==> src/rtl/octave_shift_ctrl.sv <==
// octave_shift_ctrl
//   Keeps a signed, saturating octave offset for the organ keyboard path.
//   Pressing the step keys moves the offset by one octave. Holding a step
//   key auto-repeats: the first repeat comes after HOLD_CYCLES, and later
//   repeats come every REPEAT_CYCLES. The reset key returns the offset to 0.
//
// Ports
//   clk      in   system clock
//   rst_n    in   synchronous, active-low reset
//   key      in   scan code of the currently held key (8'h00 = none)
//   octave   out  current offset, registered, OCT_W bits signed
//   changed  out  one-cycle pulse on every cycle where octave takes a new value
//   at_max   out  octave == OCT_MAX
//   at_min   out  octave == OCT_MIN
module octave_shift_ctrl #(
   parameter int          OCT_W         = 3,
   parameter int          OCT_MIN       = -2,
   parameter int          OCT_MAX       = 2,
   parameter logic [7:0]  KEY_UP        = 8'h12,
   parameter logic [7:0]  KEY_DOWN      = 8'h59,
   parameter logic [7:0]  KEY_RESET     = 8'h29,
   parameter int          HOLD_CYCLES   = 50_000_000,
   parameter int          REPEAT_CYCLES = 10_000_000,
   parameter int          CNT_W         = 26
) (
   input  logic                     clk,
   input  logic                     rst_n,
   input  logic [7:0]               key,
   output logic signed [OCT_W-1:0]  octave,
   output logic                     changed,
   output logic                     at_max,
   output logic                     at_min
);

   typedef enum logic [1:0] {
      IDLE   = 2'd0,
      HOLD   = 2'd1,
      REPEAT = 2'd2
   } state_t;

   // Limits, widened by one bit so that a step can be compared before it is narrowed
   localparam logic signed [OCT_W:0]   MAX_X     = OCT_MAX[OCT_W:0];
   localparam logic signed [OCT_W:0]   MIN_X     = OCT_MIN[OCT_W:0];
   localparam logic signed [OCT_W-1:0] MAX_O     = OCT_MAX[OCT_W-1:0];
   localparam logic signed [OCT_W-1:0] MIN_O     = OCT_MIN[OCT_W-1:0];
   localparam logic [CNT_W-1:0]        HOLD_LD   = CNT_W'(HOLD_CYCLES - 1);
   localparam logic [CNT_W-1:0]        REPEAT_LD = CNT_W'(REPEAT_CYCLES - 1);

   state_t                    state, state_nxt;
   logic [CNT_W-1:0]          tmr, tmr_nxt;
   logic [7:0]                key_prev;
   logic signed [OCT_W-1:0]   octave_nxt;
   logic                      step_en, step_up, zero_en;

   // One step up or down, computed one bit wider so that it cannot wrap,
   // then clamped to the limits. A step that is already at a limit returns
   // the input value unchanged.
   function automatic logic signed [OCT_W-1:0] sat_step(
      input logic signed [OCT_W-1:0] cur,
      input logic                    up
   );
      logic signed [OCT_W:0] ext;
      logic signed [OCT_W:0] sum;
      ext = {cur[OCT_W-1], cur};
      if (up)
         sum = ext + $signed({{OCT_W{1'b0}}, 1'b1});
      else
         sum = ext - $signed({{OCT_W{1'b0}}, 1'b1});
      if (sum > MAX_X)
         sum = MAX_X;
      if (sum < MIN_X)
         sum = MIN_X;
      return sum[OCT_W-1:0];
   endfunction

   always_comb begin
      state_nxt  = state;
      tmr_nxt    = tmr;
      step_en    = 1'b0;
      step_up    = 1'b0;
      zero_en    = 1'b0;

      if (key == 8'h00) begin
         state_nxt = IDLE;
      end else if (key != key_prev) begin
         // A new code always wins over the timer, so switching codes restarts the timing
         if (key == KEY_UP || key == KEY_DOWN) begin
            step_en   = 1'b1;
            step_up   = (key == KEY_UP);
            tmr_nxt   = HOLD_LD;
            state_nxt = HOLD;
         end else if (key == KEY_RESET) begin
            zero_en   = 1'b1;
            state_nxt = IDLE;
         end else begin
            state_nxt = IDLE;
         end
      end else if (state != IDLE) begin
         // A step key is still held. Only step keys can reach HOLD or REPEAT.
         if (tmr != '0) begin
            tmr_nxt = tmr - 1'b1;
         end else begin
            step_en   = 1'b1;
            step_up   = (key == KEY_UP);
            tmr_nxt   = REPEAT_LD;
            state_nxt = REPEAT;
         end
      end

      octave_nxt = octave;
      if (zero_en)
         octave_nxt = '0;
      else if (step_en)
         octave_nxt = sat_step(octave, step_up);
   end

   // ---- register stage: control and offset update ----
   always_ff @(posedge clk) begin
      if (!rst_n) begin
         state    <= IDLE;
         tmr      <= '0;
         key_prev <= 8'h00;
         octave   <= '0;
         changed  <= 1'b0;
      end else begin
         state    <= state_nxt;
         tmr      <= tmr_nxt;
         key_prev <= key;
         octave   <= octave_nxt;
         changed  <= (octave_nxt != octave);
      end
   end

   assign at_max = (octave == MAX_O);
   assign at_min = (octave == MIN_O);

endmodule
==> config.mk <==
export PLATFORM = sky130hd
export DESIGN_NAME = octave_shift_ctrl
export DESIGN_NICKNAME = d
export VERILOG_FILES = /design/src/rtl/octave_shift_ctrl.sv
export SDC_FILE = /design/constraint.sdc
export NUM_CORES = 1
export LEC_CHECK = 0
export CAP_MARGIN = 15
export CORE_MARGIN = 1
export CORE_UTILIZATION = 35
export CTS_BUF_LIST = sky130_fd_sc_hd__clkbuf_4
export CTS_CLUSTER_DIAMETER = 150
export DETAILED_ROUTE_END_ITERATION = 10
export GPL_TIMING_DRIVEN = 0
export PLACE_DENSITY = 0.57
export SYNTH_ARGS = -nofsm -noshare
export SYNTH_HDL_FRONTEND = slang
export SYNTH_SLANG_ARGS = --single-unit
==> constraint.sdc <==
create_clock -name clk -period 3.5 [get_ports clk]
set_input_delay 0.7 -clock clk [delete_from_list [all_inputs] [get_ports clk]]
set_output_delay 0.7 -clock clk [all_outputs]
set_load 0.05 [all_outputs]
# After elaboration in Yosys (flattened, before gate mapping)
# Cells that the tools add are included.
# totals
regBits	40
latchBits	0
mem_bits_rw	0
rom_bits	0
in_bits	10
output_inout_bits	6
elab_cells	60
mem_count	0
# classes
addsub	3
n_mul	0
n_div	0
n_lt_le_gt_ge	2
n_eq_ne	9
shift	0
muxes	31
bitwise_logic	2
reduce_logical	8
# ops
cell	count
26-bit two-way mux	4
26-bit nonzero test	1
26-bit by 1-bit subtractor with 26-bit output (second input constant)	1
4-bit two-way mux	6
1-bit two-way mux	15
3-bit two-way mux	3
8-bit by 5-bit == test with 1-bit output (second input constant)	1
8-bit by 6-bit == test with 1-bit output (second input constant)	1
8-bit by 7-bit == test with 1-bit output (second input constant)	1
8-bit logical NOT	1
8-bit != test	1
2-bit two-way mux	3
3-bit by 2-bit adder with 4-bit output (second input constant)	1
4-bit by 3-bit > comparator with 1-bit output (second input constant)	1
4-bit by 2-bit less-than comparator with 1-bit output (second input constant)	1
2-bit nonzero test	2
3-bit by 2-bit subtractor with 4-bit output (second input constant)	1
3-bit by 2-bit == test with 1-bit output (second input constant)	1
3-bit == test (second input constant)	1
3-bit != test	1
3-bit AND reduction	1
2-bit by 1-bit != test with 1-bit output (second input constant)	1
2-bit != test (second input constant)	1
1-bit inverter	2
3 further kinds	3

# Longest topological paths before layout
# depth
word_depth	17
mapped_depth	16
ltp_nobuf	15

# Least setup slack after synthesis
# OpenSTA, ideal clock, no wires.
# synth_path
kind	reg-to-reg
startpoint	register tmr[10]
endpoint	register changed
setup_time_ns	0.075
arrival_time_ns	3.309
slack_ns	0.116
stages_incl_launch_ff	14
n_path_buf	2
period_less_slack_ns	3.384
cell_sequence	dfxtp_1 -> or3_4 -> or4_1 -> clkbuf_2 -> or3_1 -> buf_2 -> nor2_1 -> o2111ai_1 -> ha_1 -> nor2b_1 -> a31oi_1 -> o21ai_0 -> or3_1 -> a31oi_1
# synth_via
elab_chain_cells	17
# synth_rtl
item	line_no	text
from (decl)	50	logic [CNT_W-1:0] tmr, tmr_nxt;
from (signal assigned)	127	tmr <= tmr_nxt;
26-bit nonzero test *	100	if (tmr != '0) begin
1-bit two-way mux	100	
1-bit two-way mux	98	end else if (state != IDLE) begin
1-bit two-way mux	85	end else if (key != key_prev) begin
1-bit two-way mux	83	if (key == 8'h00) begin
4-bit two-way mux	65	if (up)
4-bit two-way mux	113	else if (step_en)
4-bit two-way mux	111	if (zero_en)
4-bit by 3-bit > comparator with 1-bit output	69	if (sum > MAX_X)
4-bit two-way mux	69	
4-bit two-way mux	113	
4-bit two-way mux	111	
4-bit by 2-bit less-than comparator with 1-bit output	71	if (sum < MIN_X)
3-bit two-way mux	71	
3-bit two-way mux *	113	
3-bit two-way mux *	111	
3-bit != test *	130	changed <= (octave_nxt != octave);
to (signal assigned)	130	
to (decl)	30	output logic changed,
# Mark *: on every way between the ends. The rest lies on a longest branch, timed or not. The select of a mux whose other input is x is not followed.
# A chain may end at the register's enable or synchronous reset.

# Worst setup path in the final report
# Same ends and word-level chain as after synthesis.

==> results.md <==
* Worst R2R Path Depth at 14
* Max Fclk at 291 MHz
* Crit-path max cell delay at 440 ps
* Clk network pwr share at 27.2%
* Max Cap Viol at 0
* Starting Density at 37.0%
* Fin. Hold Viols at 0
* Clock transition at the registers of the reported paths at 130 ps
* PnR Total Power at 0.852 mW
* Cell mode on critical path: or3_4
* Worst Path Max Fanout at 4
* Gr usage total at 19.1%
* EDFF count, synth at 0
* Width of the die at 84.6 um
* Synth Cell Area at 2390 um2
* Netlist cell types at 59
* Ys flop type: dfxtp_1
* Commonest non-fill, non-tap cells in the layout: 39 x dfxtp_1, 23 x nand2_1, 19 x nor2_1
* Critical Path, Cell by Cell: or3_4 -> or4_4 -> or3_4 -> nor2_4 -> o2111ai_4 -> ha_4 -> inv_1 -> ha_2 -> buf_4 -> a2111o_1 -> o311ai_2 -> o221ai_1 -> o21ai_1 -> a31oi_1
* Final net count at 340
* Switch Pwr at 0.255 mW
* Max clock buf depth at 2
* Initial antenna violation count at 0
* Ys async rst share at 0%
* Leakage power at approximately 1.2 nW
* Max_slew headroom at 48.2%
* RSZ-0062 raised after global routing: yes
* N_diodes at 0
* Total negative slack at 0 ps
* Sequential Power Share at 55.0%
* Ranking of synthesized cells by area: dfxtp_1 34%, nor3_1 4.0%, nand2_1 3.9%
* Syn avg cell area at 8.18 um2
* Die Area at 7160 um2
* CP Launch Point: tmr[10]
* Dominant cell type by area after synthesis: dfxtp_1
* Total iterations of the first detailed-routing run at 6
* Vias in the first global route at approximately 2.2k
* Clock sinks at 40
* Endpoint class of the critical path: flip-flop
* Max rail drop VDD at 106 uV
* Layout Skew at roughly 7.1 ps
* Post-detail-place hpwl at around 4500 um
* Commonest non-fill, non-tap cell in the layout: dfxtp_1
* Worst Max-Slew Pin Slew at 773 ps
* WP data arrival at approximately 3700 ps
* First-pass GRT wire length at around 11,000 um
* Place WS at -1090 ps
* Cts hold-fix bufs at 0
* Switch share at 29.9%
* Net Count, Synth at 308
* Status: complete, no violations
* Boundary Pins at 16
* Worst EP required at 3750 ps
* Cell count after synthesis at 292
* Cell Int Power at 0.597 mW
* Logic pwr share at 17.8%
* Routed Antenna Nets at 0
* Residual DRC at 0
* Final Wtd Congestion at 0.812
* Layout cells sized above 1 at 18.2%
* CTS HTree Levels at 2
* CTS Root Cell: clkbuf_4
* DR iter-0 viols at 124
* Crit Path Category: reg2reg
* Largest net degree at the start of global routing at 13
* Filler cells at 651
* Total grt overflow at 0
* Reg-to-reg startpoint: tmr[10]
* Final setup fails at 0
* Yosys Warn Count at 0
* Pwr dens at 291 nW/um2
* Max-slew violation count at 0
* Core ar. at 6460 um2
* Worst Setup Start Kind: flip-flop
* HP Start: tmr[24]
* Port-buffer cells at 15
* Via-per-instance ratio at 5.87
* Rows at 29
* Worst hold path cell count at 2
* Routed vias at 2,358
* Final period util at 98.0%
* Critical-path top delay cell: or4_4
* WL/cell at 16.2 um
* PnR worst setup slack at ~68 ps
* Seq/Total Area, Yosys at 33.5%
* Area delta synth->final at 22.8%
* Routed WL at 6530 um
* Die Y at around 85 um
* Synth top area share at between 30% and 40%
* Yosys reg bits at 40
* TritonCTS clock tree: built
* Num CTS Buffers at 5
* Hold WC Path Type: reg2reg
* Clock latency on the worst-skew pair at 350 ps
* Post-layout min period at ~3400 ps
==> synthesized netlist by cell type (7+ instances only) <==
cell type and n:
a21oi_1 17, and2_1 9, clkbuf_1 7, dfxtp_1 40
inv_1 8, nand2_1 25, nand3_1 10, nor2_1 20
nor3_1 19, nor4_1 7, o21ai_0 11, o221a_2 7
xor2_1 9
==> routing by layer <==
metal	track usage, %	up-vias	share of wire [%]
met5	0	-	0
met4	7.09	0	1.1
li1	-	1166	-
met2	29.6	43	45
met1	26.1	1143	49
met3	3.93	6	4.5
==> power by group through the flow <==
stage / clock network, mW / registers (mW) / logic, mW
finish: 0.232 / 0.469 / 0.152
global route: 0.262 / 0.470 / 0.169
CTS: 0.240 / 0.469 / 0.142
detailed placement: 0 / 0.479 / 0.126
global placement: 0 / 0.479 / 0.124
floorplan: 0 / 0.479 / 0.0828
==> worst max-delay path: cells and delay by family, from the launching register on <==
family	cells	cell delay, ps
AO/OA/AOI/OAI	6	930
adder cells (fa/ha/maj)	2	520
buffers and inverters	2	170
flip-flops	1	370
AND/OR/NAND/NOR	4	1340
==> cell type report <==
class | count | area (um2) | area share (%)
Multi-Input combinational cell | 230 | 1650 | 56.3
Clock inverter | 3 | 13.8 | 0.469
Timing Repair Buffer | 27 | 250 | 8.54
Sequential cell | 40 | 805 | 27.4
Tap cell | 77 | 96.3 | 3.29
Clock buffer | 5 | 37.5 | 1.28
Inverter | 9 | 33.8 | 1.15
Buffer | 11 | 46.3 | 1.58
==> per-stage QoR <==
step	util (%)	hold WS, ps	area [um2]	cells
detailed placement	40.8	462	2630	384
global placement	40.8	455	2630	384
CTS	43.6	492	2820	393
floorplan	-	444	2390	292
global route	45.4	513	2930	402
finish	45.4	494	2930	402
==> path summary, 6_finish.rpt <==
path	to	slack (ps)
min reg2reg	tmr[24]	490
max reg2reg	changed	70
min	tmr[24]	490
max	changed	70
==> state kept, by name, summed over array words and instances (netlist names) <==
| signal | flops |
|---|---|
| tmr | 26 |
| key_prev | 8 |
| octave | 3 |
| state | 2 |
| changed | 1 |
==> repair_timing <==
action	4_1_cts	5_1_grt
pin swaps	8	13
resized for setup	26	14
endpoints found under the hold margin	0	0
endpoints found under the setup margin	4	3
setup buffers	2	10
==> cell families (layout without fill, tap and decap cells) <==
kind of cell	after synthesis	count (layout)	synth area share, %
xor+xnor	11	11	4.04
compound gates	82	82	25.0
simple gates	131	131	30.2
fa+ha+maj	6	6	3.46
buf+inv	22	55	3.77
flops	40	40	33.5
Note: power is estimated with default switching activity, not from simulation.
